--- src/rtl/mandel_scan_scheduler_if.sv ---
// Pixel coordinate stream from the raster scheduler to the iteration engines.
// The scheduler drives the stream as master. The engines accept it as slave.
interface mandel_scan_scheduler_if #(
    parameter int MAX_X = 64,
    parameter int MAX_Y = 48
);
    localparam int PX_W = $clog2(MAX_X);
    localparam int PY_W = $clog2(MAX_Y);

    logic            out_valid;
    logic            out_ready;
    logic [PX_W-1:0] out_px;
    logic [PY_W-1:0] out_py;
    logic [31:0]     out_re;
    logic [31:0]     out_im;

    modport master (
        output out_valid, out_px, out_py, out_re, out_im,
        input  out_ready
    );

    modport slave (
        input  out_valid, out_px, out_py, out_re, out_im,
        output out_ready
    );
endinterface

--- src/rtl/mandel_scan_scheduler.sv ---
// Raster-scan controller: walks a MAX_X x MAX_Y frame and streams each pixel's Q8.24
// complex coordinate, which it builds incrementally from the origin/step registers.
module mandel_scan_scheduler #(
    parameter int FRAC_BITS = 24,
    parameter int MAX_X     = 64,
    parameter int MAX_Y     = 48
) (
    input  logic        clk,
    input  logic        rst,
    input  logic        cfg_we,
    input  logic [1:0]  cfg_addr,
    input  logic [31:0] cfg_data,
    input  logic        start,
    input  logic        abort,
    output logic        busy,
    output logic        frame_done,
    mandel_scan_scheduler_if.master out_if
);
    localparam int PX_W = $clog2(MAX_X);
    localparam int PY_W = $clog2(MAX_Y);

    if (FRAC_BITS < 0 || FRAC_BITS > 31) begin : g_bad_frac
        $error("FRAC_BITS must lie within a 32-bit coordinate");
    end

    typedef enum logic {IDLE, RUN} state_t;

    state_t          state_q, state_d;
    logic [31:0]     origin_x_q, origin_x_d, origin_y_q, origin_y_d;
    logic [31:0]     step_x_q, step_x_d, step_y_q, step_y_d;
    logic [PX_W-1:0] px_q, px_d;
    logic [PY_W-1:0] py_q, py_d;
    logic [31:0]     re_q, re_d, im_q, im_d;
    logic            valid_q, valid_d;
    logic            frame_done_q, frame_done_d;

    // Start samples the registers as they were before any write in the same cycle.
    always_comb begin
        state_d      = state_q;
        origin_x_d   = origin_x_q;
        origin_y_d   = origin_y_q;
        step_x_d     = step_x_q;
        step_y_d     = step_y_q;
        px_d         = px_q;
        py_d         = py_q;
        re_d         = re_q;
        im_d         = im_q;
        valid_d      = valid_q;
        frame_done_d = 1'b0;

        case (state_q)
            IDLE: begin
                if (cfg_we) begin
                    case (cfg_addr)
                        2'd0:    origin_x_d = cfg_data;
                        2'd1:    origin_y_d = cfg_data;
                        2'd2:    step_x_d   = cfg_data;
                        default: step_y_d   = cfg_data;
                    endcase
                end
                if (start) begin
                    state_d = RUN;
                    valid_d = 1'b1;
                    px_d    = '0;
                    py_d    = '0;
                    re_d    = origin_x_q;
                    im_d    = origin_y_q;
                end
            end
            RUN: begin
                if (abort) begin
                    state_d = IDLE;
                    valid_d = 1'b0;
                end else if (valid_q && out_if.out_ready) begin
                    if (px_q != PX_W'(MAX_X - 1)) begin
                        px_d = px_q + PX_W'(1);
                        re_d = re_q + step_x_q;
                    end else if (py_q != PY_W'(MAX_Y - 1)) begin
                        px_d = '0;
                        re_d = origin_x_q;
                        py_d = py_q + PY_W'(1);
                        im_d = im_q + step_y_q;
                    end else begin
                        // Final pixel: leave coordinates on the last pixel while idle.
                        state_d      = IDLE;
                        valid_d      = 1'b0;
                        frame_done_d = 1'b1;
                    end
                end
            end
            default: state_d = IDLE;
        endcase
    end

    always_ff @(posedge clk) begin
        if (!rst) begin
            state_q      <= IDLE;
            origin_x_q   <= '0;
            origin_y_q   <= '0;
            step_x_q     <= '0;
            step_y_q     <= '0;
            px_q         <= '0;
            py_q         <= '0;
            re_q         <= '0;
            im_q         <= '0;
            valid_q      <= 1'b0;
            frame_done_q <= 1'b0;
        end else begin
            state_q      <= state_d;
            origin_x_q   <= origin_x_d;
            origin_y_q   <= origin_y_d;
            step_x_q     <= step_x_d;
            step_y_q     <= step_y_d;
            px_q         <= px_d;
            py_q         <= py_d;
            re_q         <= re_d;
            im_q         <= im_d;
            valid_q      <= valid_d;
            frame_done_q <= frame_done_d;
        end
    end

    assign busy             = (state_q == RUN);
    assign frame_done       = frame_done_q;
    assign out_if.out_valid = valid_q;
    assign out_if.out_px    = px_q;
    assign out_if.out_py    = py_q;
    assign out_if.out_re    = re_q;
    assign out_if.out_im    = im_q;
endmodule
--- src/flat_wrapper.sv ---
// flat-port wrapper written by rule: the top's interface ports become plain ports
module mandel_scan_scheduler_flat 
#(
    parameter int FRAC_BITS = 24,
    parameter int MAX_X     = 64,
    parameter int MAX_Y     = 48
)
  (clk, rst, cfg_we, cfg_addr, cfg_data, start, abort, busy, frame_done, out_if_out_valid, out_if_out_px, out_if_out_py, out_if_out_re, out_if_out_im, out_if_out_ready);
  mandel_scan_scheduler_if #(.MAX_X(MAX_X), .MAX_Y(MAX_Y)) out_if_i ();
  input  logic clk;
  input  logic rst;
  input  logic cfg_we;
  input  logic [1:0] cfg_addr;
  input  logic [31:0] cfg_data;
  input  logic start;
  input  logic abort;
  output logic busy;
  output logic frame_done;
  output wire logic [$bits(out_if_i.out_valid)-1:0] out_if_out_valid;
  output wire logic [$bits(out_if_i.out_px)-1:0] out_if_out_px;
  output wire logic [$bits(out_if_i.out_py)-1:0] out_if_out_py;
  output wire logic [$bits(out_if_i.out_re)-1:0] out_if_out_re;
  output wire logic [$bits(out_if_i.out_im)-1:0] out_if_out_im;
  input wire logic [$bits(out_if_i.out_ready)-1:0] out_if_out_ready;
  assign out_if_out_valid = out_if_i.out_valid;
  assign out_if_out_px = out_if_i.out_px;
  assign out_if_out_py = out_if_i.out_py;
  assign out_if_out_re = out_if_i.out_re;
  assign out_if_out_im = out_if_i.out_im;
  assign out_if_i.out_ready = out_if_out_ready;
  mandel_scan_scheduler #(.FRAC_BITS(FRAC_BITS), .MAX_X(MAX_X), .MAX_Y(MAX_Y)) u_core (.clk(clk), .rst(rst), .cfg_we(cfg_we), .cfg_addr(cfg_addr), .cfg_data(cfg_data), .start(start), .abort(abort), .busy(busy), .frame_done(frame_done), .out_if(out_if_i));
endmodule
--- config.mk ---
export PLATFORM = sky130hd
export DESIGN_NAME = mandel_scan_scheduler_flat
export DESIGN_NICKNAME = d
export VERILOG_FILES = /design/src/rtl/mandel_scan_scheduler_if.sv /design/src/rtl/mandel_scan_scheduler.sv /design/src/flat_wrapper.sv
export SDC_FILE = /design/constraint.sdc
export NUM_CORES = 1
export LEC_CHECK = 0
export CAP_MARGIN = 20
export CORE_MARGIN = 4
export CORE_UTILIZATION = 47
export DETAILED_ROUTE_END_ITERATION = 10
export GPL_ROUTABILITY_DRIVEN = 0
export PLACE_DENSITY = 0.7
export SYNTH_ARGS = -nofsm -noshare
export SYNTH_HDL_FRONTEND = slang
export SYNTH_SLANG_ARGS = --single-unit
--- constraint.sdc ---
create_clock -name clk -period 5.3 [get_ports clk]
set_input_delay 1.06 -clock clk [delete_from_list [all_inputs] [get_ports clk]]
set_output_delay 1.06 -clock clk [all_outputs]
set_load 0.05 [all_outputs]
==> flow_summary.toml, run 1 <==
[outcome]
status = "completed"

[clock_tree]
post_cts.repair.setup_buffers = 0
cts_inserted_buffers = 22
tritoncts = "yes"
path_clk_slew_ns = 0.06
cts_hold_buffers = 0
clockBufferDepth = 3
clock_sink_count = 207
cts-htree-levels = 1
clk_tree_root_cell = "sky130_fd_sc_hd__clkbuf_16"
ctsResizeCount = 0
clkLatencyLatePin_ns = 0.52

[grt]
number_of_global_route_vias_before_repair = 10300
globalRouteTotalUtil = 0.253
grt_start_max_net_pins = 181
grt_pass1_wl_um = 54800
antenna_found_initial = 1
grt-ovfl-total = 0

[final_layout]
postLayoutCellArea_um2 = 13400
syn_to_final_growth_pct = 18.1
commonest_non_fill_non_tap_cell_in_the_layout = "sky130_fd_sc_hd__nand2_1"
layout.cells.most_common_list = "sky130_fd_sc_hd__nand2_1, sky130_fd_sc_hd__a21oi_1, sky130_fd_sc_hd__dfxtp_1"
fin_nets = 1672
layout-drive-gt1-share = 0.0475
antenna_cells = 0

[synthesis]
synth-seq-cells = 207
arithmetic_cell_share_of_the_synthesized_area_counting_full_adders_half_adders_and_majority_gates = 0.0742
netlist-cell-type-count = 81
syn_inst = 1499
synth_compound_area_frac = 0.246
syn_area_um2 = 11300
post_synth_xor_area_fraction = 0.0379
synth.net_count = 1605
synth-warning-count = 0
post_synth_mux_area_share = 0.0116
syn_avg_cell_area_um2 = 7.56
yosysSeqAreaShare = 0.366
post_synthesis_share_of_cell_area_spent_on_and_or_nand_and_nor_gates = 0.227
synth_flop_cell = "sky130_fd_sc_hd__dfxtp_1"
synth_enable_flop_cells = 0
synth-async-reset-ratio = 0
synth_top_family_by_area = "compound AO/OA/AOI/OAI gates"

[timing]
timing.final.max_slew_violations = 0
tightestPinTransition_ns = 0.937
whs_ns = 0.451
worst_case_headroom_to_the_max_slew_limit = 0.374
fmax_ghz = 0.305
hold_violations = 0
finalClockSkew_ns = 0.0185
fin_crit_sh = 0.619
period_minus_slack_ns = 3.28
rsz0062_at_grt = "no"
setup_violations = 0
tns_ns = 0

[critical_path]
critical_path.endpoint_type = "output port"
timing.critical_path.cells = "buf_4 > clkdlybuf4s50_1"
critical_path.n_buffers_inverters = 2
required_time_of_the_critical_path_ns = 4.24
cp-start-kind = "flop"
crit_arrival_ns = 2.22
crit_family = "buffers and inverters"
maximum_fanout_encountered_on_the_critical_timing_path = 33
critical_path.max_stage_delay_ns = 0.91
criticalPathCategory = "flop to output port"
timing.critical_path.slowest_stage_cell = "sky130_fd_sc_hd__clkdlybuf4s50_1"

[route]
route.detailed.drc = 0
detail_route.wl_per_cell_um = 18.4
detailedRoute.firstIterationViolations = 806
detail_route.vias_per_cell = 5.84
dr_total_vias = 11100
remaining_antenna_violation_count = 0
finalWirelength_um = 35000
drt_pre_antenna_iters = 5

[die]
row_count = 56
design.die.area_um2 = 26700
die_height_um = 163
die_width_um = 163
floorplan.io_pins = 119
core_area_um2 = 23600
floorplan.initialDensity = 0.480

[power]
p_leak_nw = 5.12
ir_drop_mv = 0.238
power_per_cell_area_nw_per_um2 = 273
total_power_mw = 3.66

[placed_design]
postPlaceCellArea_um2 = 12700
port-buffer-count = 118
detailedPlacementHpwl_um = 23800

[min_path]
hp-class = "flop to flop"

[job]
max_cap_violations = 0
[worst paths after layout]
| path | startpoint | to | slack [ns] | cells past startpoint |
|---|---|---|---|---|
| setup / recovery | u_core.busy | busy | 2.02 | 2 |
| hold / removal | u_core.origin_y_q[5] | u_core.origin_y_q[5] | 0.45 | 2 |
| setup reg to reg | u_core.out_if.out_re[0] | u_core.out_if.out_re[16] | 2.09 | 10 |
| hold reg to reg | u_core.origin_y_q[5] | u_core.origin_y_q[5] | 0.45 | 2 |
[sequential cells by signal (all words and copies together), names as in the netlist, 6 cells and up]
signal                count
u_core.out_if.out_re     32
u_core.origin_y_q        32
u_core.out_if.out_px      6
u_core.out_if.out_im     32
u_core.step_y_q          32
u_core.origin_x_q        32
u_core.step_x_q          32
u_core.out_if.out_py      6
[area by class of cell]
class,instances,area (um^2)
Fill cell,2273,10200
Multi-Input combinational cell,1181,6790
Sequential cell,207,4140
Timing Repair Buffer,134,1310
Clock buffer,33,632
Tap cell,319,399
Inverter,20,77.6
Clock inverter,5,38.8
[cell families after synthesis]
| family | count (synthesis) |
|---|---|
| compound gates | 453 |
| xor+xnor | 49 |
| fa+ha+maj | 66 |
| buf+inv | 111 |
| flops | 207 |
| mux | 13 |
| simple gates | 600 |
[Yosys cell counts, drive strengths merged (19+ instances only)]
master  instances  area, um^2
nor3           22         115
a21oi         229        1150
nor2           80         300
and3           19         120
a31oi          20         125
nand2         380        1430
nand3          33         165
dfxtp         207        4140
xnor2          27         236
ha             64         801
nand4          19         119
xor2           22         193
clkbuf         80         300
o21ai          47         239
inv            20        75.1
a21o           34         259
a211oi         20         163
[per-layer routing]
| layer | vias up | wire (um) | global-route usage |
|---|---|---|---|
| met4 | 2 | 1110 | 0.0804 |
| met5 | - | 13 | 0 |
| li1 | 5437 | - | - |
| met2 | 331 | 16300 | 0.417 |
| met1 | 5252 | 15300 | 0.340 |
| met3 | 69 | 2200 | 0.0444 |
[metrics by stage]
stage	util	cells	setup WS, ns
after floorplan	-	1499	2.28
after global placement	0.538	1860	1.63
after detailed placement	0.538	1860	1.52
after CTS	0.567	1898	2.01
after global routing	0.567	1899	1.90
final	0.567	1899	2.02
[worst reg2reg max path, stage by stage (launching register included)]
cell and delay, ns:
sky130_fd_sc_hd__dfxtp_1 0.34, sky130_fd_sc_hd__ha_1 0.24, sky130_fd_sc_hd__fa_1 0.40, sky130_fd_sc_hd__a21o_1 0.21, sky130_fd_sc_hd__a221o_2 0.43, sky130_fd_sc_hd__a211oi_4 0.35, sky130_fd_sc_hd__o311ai_1 0.18, sky130_fd_sc_hd__a21o_1 0.30
sky130_fd_sc_hd__a31oi_1 0.23, sky130_fd_sc_hd__xor2_1 0.24, sky130_fd_sc_hd__a221oi_1 0.11
[where the power goes]
| part | leakage [nW] | internal [mW] | total [mW] | switching (mW) |
|---|---|---|---|---|
| combinational | 3.11 | 0.181 | 0.542 | 0.362 |
| sequential | 1.68 | 1.61 | 1.66 | 0.0449 |
| clock | 0.327 | 0.824 | 1.46 | 0.637 |
| total | 5.12 | 2.62 | 3.66 | 1.04 |
(Power assumes the default switching activity.)
==> run 2, diff against run 1 <==
Settings changed: PLACE_DENSITY 0.7 to 0.73.
Clock period 5.3 ns to 2.8 ns, I/O delays scaled along.
==> flow_summary.toml, run 2 (synthesized netlist as in run 1, its figures left out) <==
[job]
max_cap_violations = 0

[critical_path]
required_time_of_the_critical_path_ns = 3.21
crit_end = "u_core.out_if.out_re[28]"
worstSetupStartpoint = "u_core.out_if.out_re[0]"
critical_path.endpoint_type = "flop"
criticalPathCategory = "flop to flop"
maximum_fanout_encountered_on_the_critical_timing_path = 4
crit_arrival_ns = 3.14
worst_r2r_endpoint = "u_core.out_if.out_re[28]"
reg2reg_from = "u_core.out_if.out_re[0]"
internal_reg_to_reg_setup_slack_ns = 0.07
worst-r2r-cell-count = 10
cp-start-kind = "flop"

[final_layout]
layout.cells.most_common_list = "sky130_fd_sc_hd__nand2_1, sky130_fd_sc_hd__a21oi_1, sky130_fd_sc_hd__dfxtp_1"
fin_nets = 1712
syn_to_final_growth_pct = 22.4
sequential_cell_area_um2 = 4150
finish.utilization = 0.588
layout-drive-gt1-share = 0.0845
antenna_cells = 0
postLayoutCellArea_um2 = 13900
multiInputGateArea_um2 = 6860
fillCellCount = 2143
commonest_non_fill_non_tap_cell_in_the_layout = "sky130_fd_sc_hd__nand2_1"

[die]
row_count = 56
core_area_um2 = 23600
design.die.area_um2 = 26700
die_width_um = 163
floorplan.io_pins = 119
floorplan.initialDensity = 0.480
die_height_um = 163

[timing]
finalClockSkew_ns = 0.0122
tightestPinTransition_ns = 0.799
hold_violations = 0
worst_case_headroom_to_the_max_slew_limit = 0.467
fin_crit_sh = 0.975
rsz0062_at_grt = "yes"
timing.final.max_slew_violations = 0
whs_ns = 0.453
fmax_ghz = 0.366
setup_violations = 0
period_minus_slack_ns = 2.73

[clock_tree]
clkLatencyLatePin_ns = 0.52
clock_sink_count = 207
clk_tree_root_cell = "sky130_fd_sc_hd__clkbuf_16"
cts_inserted_buffers = 23
tritoncts = "yes"
path_clk_slew_ns = 0.06
clockBufferDepth = 3
cts-htree-levels = 1
cts_hold_buffers = 0

[power]
power_per_cell_area_nw_per_um2 = 519
ir_drop_mv = 0.457
p_leak_nw = 5.37

[route]
route.detailed.drc = 0
finalWirelength_um = 35200
remaining_antenna_violation_count = 0
detail_route.wl_per_cell_um = 18.1
dr_total_vias = 11300
detail_route.vias_per_cell = 5.84
detailedRoute.firstIterationViolations = 963
drt_pre_antenna_iters = 6

[outcome]
status = "completed"

[placed_design]
detailedPlacementHpwl_um = 24400
port-buffer-count = 118
postPlaceCellArea_um2 = 13000

[min_path]
hp-class = "flop to flop"

[grt]
grt_pass1_wl_um = 55800
globalRouteTotalUtil = 0.257
number_of_global_route_vias_before_repair = 10800
antenna_found_initial = 0
grt_start_max_net_pins = 127
grt-ovfl-total = 0
==> run 2: cell types whose count changed in the layout (fill, tap and decap cells not counted), moves of 3 or more <==
cell,delta
sky130_fd_sc_hd__clkbuf_8,+5
sky130_fd_sc_hd__ha_1,-3
sky130_fd_sc_hd__buf_4,+38
sky130_fd_sc_hd__clkbuf_1,-6
sky130_fd_sc_hd__a21oi_1,-3
==> run 2: worst min-delay path by stage <==
stage          slack (ns)  cells past startpoint                     to                  start
4_1_cts              0.45                      2  u_core.origin_y_q[16]  u_core.origin_y_q[16]
3_3_place_gp         0.44                      2  u_core.origin_y_q[16]  u_core.origin_y_q[16]
5_1_grt              0.47                      2  u_core.origin_y_q[11]  u_core.origin_y_q[11]
2_1_floorplan        0.43                      2  u_core.origin_x_q[21]  u_core.origin_x_q[21]
6_report             0.45                      2  u_core.origin_y_q[16]  u_core.origin_y_q[16]
3_5_place_dp         0.45                      2  u_core.origin_y_q[16]  u_core.origin_y_q[16]
==> run 2: where the power goes <==
part | switching, mW | internal (mW) | total, mW | leakage [nW]
clock | 1.26 | 1.75 | 3.00 | 0.373
sequential | 0.0821 | 3.05 | 3.13 | 1.68
combinational | 0.701 | 0.372 | 1.07 | 3.32
==> run 2: cell type report <==
type                    instances  share of cell area
flip-flops and latches        207               0.299
well taps                     319              0.0288
inverters                      20             0.00559
multi-input cells            1181               0.495
clock inverters                 8             0.00379
repair buffers                173               0.117
clock buffers                  33              0.0507
==> run 2: critical path: stages (launching register included) <==
cell and delay, ns:
sky130_fd_sc_hd__dfxtp_4 0.35, sky130_fd_sc_hd__ha_4 0.16, sky130_fd_sc_hd__fa_2 0.34, sky130_fd_sc_hd__a21o_1 0.19
sky130_fd_sc_hd__a221o_2 0.39, sky130_fd_sc_hd__a211oi_4 0.33, sky130_fd_sc_hd__o31ai_4 0.12, sky130_fd_sc_hd__nand4_1 0.11
sky130_fd_sc_hd__a31oi_1 0.09, sky130_fd_sc_hd__or3_1 0.31, sky130_fd_sc_hd__a32o_1 0.24
==> run 2: timing repair <==
item                       in CTS  in global routing
buffers inserted                3                  2
pin swaps                       8                  5
setup endpoints to repair       4                 18
gates resized for setup         5                 13
==> run 2: stage by stage <==
stage,TNS [ns],total power [mW],setup slack (ns),cells
after floorplan,0,3.84,0.0160,1499
after detailed placement,-0.119,4.25,-0.0570,1895
final,0,7.21,0.0701,1941
after global routing,-0.00658,7.48,-0.00658,1941
after global placement,0,4.24,0.0332,1895
after CTS,0,7.25,0.0149,1939
==> run 2: routing by layer <==
layer / wire length (um) / share of wire / vias to the layer above / GRT usage
met4: 1040 / 0.030 / 0 / 0.0850
li1: - / - / 5507 / -
met5: 0 / 0 / - / 0
met2: 16200 / 0.46 / 431 / 0.425
met3: 2760 / 0.079 / 72 / 0.0510
met1: 15100 / 0.43 / 5320 / 0.337
==> run 3, diff against run 2 <==
Settings changed: PLACE_DENSITY 0.73 to 0.7.
Clock period 2.8 ns to 3.2 ns, I/O delays scaled along.
==> flow_summary.toml, run 3 (synthesized netlist as in run 1, its figures left out) <==
[die]
design.die.area_um2 = 26700
floorplan.io_pins = 119
die_width_um = 163
floorplan.initialDensity = 0.480
row_count = 56
die_height_um = 163
core_area_um2 = 23600

[route]
dr_total_vias = 11100
route.detailed.drc = 0
detail_route.vias_per_cell = 5.82
finalWirelength_um = 35400
remaining_antenna_violation_count = 0
drt_pre_antenna_iters = 6
detail_route.wl_per_cell_um = 18.5
detailedRoute.firstIterationViolations = 896

[clock_tree]
cts_inserted_buffers = 23
cts_hold_buffers = 0
clk_tree_root_cell = "sky130_fd_sc_hd__clkbuf_16"
clkLatencyLatePin_ns = 0.53
clockBufferDepth = 3
clock_sink_count = 207
post_cts.repair.setup_buffers = 0
tritoncts = "yes"
path_clk_slew_ns = 0.06
cts-htree-levels = 1
ctsResizeCount = 0

[critical_path]
cp-start-kind = "flop"
timing.critical_path.cells = "ha_1 > fa_1 > a21o_1 > a221o_2 > a211oi_4 > o311ai_1 > a21o_1 > a31oi_1 > xor2_1 > a221oi_1"
crit_family = "compound AO/OA/AOI/OAI gates"
required_time_of_the_critical_path_ns = 3.63
timing.critical_path.slowest_stage_cell = "sky130_fd_sc_hd__a221o_2"
crit_arrival_ns = 3.44
crit_top_cell = "sky130_fd_sc_hd__a21o_1"
criticalPathCategory = "flop to flop"
maximum_fanout_encountered_on_the_critical_timing_path = 5
critical_path.max_stage_delay_ns = 0.43
critical_path.endpoint_type = "flop"
critical_path.n_buffers_inverters = 0

[final_layout]
layout.cells.most_common_list = "sky130_fd_sc_hd__nand2_1, sky130_fd_sc_hd__a21oi_1, sky130_fd_sc_hd__dfxtp_1"
finish.cell_count_without_fillers = 1915
commonest_non_fill_non_tap_cell_in_the_layout = "sky130_fd_sc_hd__nand2_1"
syn_to_final_growth_pct = 19.2
multiInputGateArea_um2 = 6780
antenna_cells = 0
fin_nets = 1686
layout-drive-gt1-share = 0.0551
fillCellCount = 2286
sequential_cell_area_um2 = 4140

[min_path]
hp-class = "flop to flop"

[grt]
globalRouteTotalUtil = 0.257
global_route.usage.met3 = 0.0442
gr-max-usage-layer = "met2"
use_met2 = 0.436
number_of_global_route_vias_before_repair = 10400
grt-ovfl-total = 0
gr-usage-met1 = 0.341
grt_pass1_wl_um = 55700
antenna_found_initial = 1
grt_start_max_net_pins = 105

[timing]
rsz0062_at_grt = "no"
fmax_ghz = 0.333
final.setup.worst_slack_ns = 0.197
tns_ns = 0
hold_violations = 0
period_minus_slack_ns = 3.00
fin_crit_sh = 0.938
setup_violations = 0
timing.final.max_slew_violations = 0
finalClockSkew_ns = 0.0186
worst_case_headroom_to_the_max_slew_limit = 0.487
tightestPinTransition_ns = 0.769

[placed_design]
port-buffer-count = 118
dpl.cell_count = 1874
detailedPlacementHpwl_um = 24500
setup_slack_placement_ns = 0.179

[power]
p_leak_nw = 5.21
ir_drop_mv = 0.388
power_per_cell_area_nw_per_um2 = 460

[outcome]
status = "completed"

[job]
max_cap_violations = 0
-- run 3: cell types whose count changed in the layout (fill, tap and decap cells not counted), moves of 3 or more --
cell                       previous run  this run
sky130_fd_sc_hd__a21oi_1            225       228
sky130_fd_sc_hd__buf_4               53        28
sky130_fd_sc_hd__clkbuf_1             1         8
sky130_fd_sc_hd__clkbuf_8             9         3
sky130_fd_sc_hd__ha_1                61        64
-- run 3: area by class of cell --
cell class	count	area share
Multi-Input combinational cell	1181	0.501
Sequential cell	207	0.307
Timing Repair Buffer	147	0.104
Clock buffer	34	0.0479
Tap cell	319	0.0295
Inverter	20	0.00574
Clock inverter	7	0.00472
-- run 3: final timing paths --
check | from | endpoint | slack (ns) | depth (start not counted)
min | u_core.origin_y_q[5] | u_core.origin_y_q[5] | 0.45 | 2
min reg2reg | u_core.origin_y_q[5] | u_core.origin_y_q[5] | 0.45 | 2
max reg2reg | u_core.out_if.out_re[0] | u_core.out_if.out_re[16] | 0.20 | 10
max | u_core.out_if.out_re[0] | u_core.out_if.out_re[16] | 0.20 | 10
-- run 3: routing by layer --
layer / wire, um / share of wire
met1: 15200 / 0.43
met2: 16700 / 0.47
met3: 2460 / 0.070
met4: 965 / 0.027
met5: 13 / 0.00037
-- run 3: tightest hold or removal path: stages (launching register included) --
cell	delay [ns]
sky130_fd_sc_hd__dfxtp_1	0.31
sky130_fd_sc_hd__nand2_1	0.05
sky130_fd_sc_hd__a21oi_1	0.05
-- run 3: metrics by stage --
| step | hold WS (ns) | utilization | power [mW] | cell area (um^2) |
|---|---|---|---|---|
| floorplan | 0.432 | - | 3.36 | 11300 |
| global route | 0.468 | 0.572 | 6.44 | 13500 |
| CTS | 0.455 | 0.572 | 6.26 | 13500 |
| global placement | 0.441 | 0.542 | 3.69 | 12800 |
| detailed placement | 0.447 | 0.542 | 3.70 | 12800 |
| finish | 0.454 | 0.572 | 6.22 | 13500 |
-- run 3: where the power goes --
group,switching [mW],total [mW],internal (mW)
Clock,1.08,2.56,1.48
Combinational,0.608,0.913,0.305
Sequential,0.0725,2.74,2.67
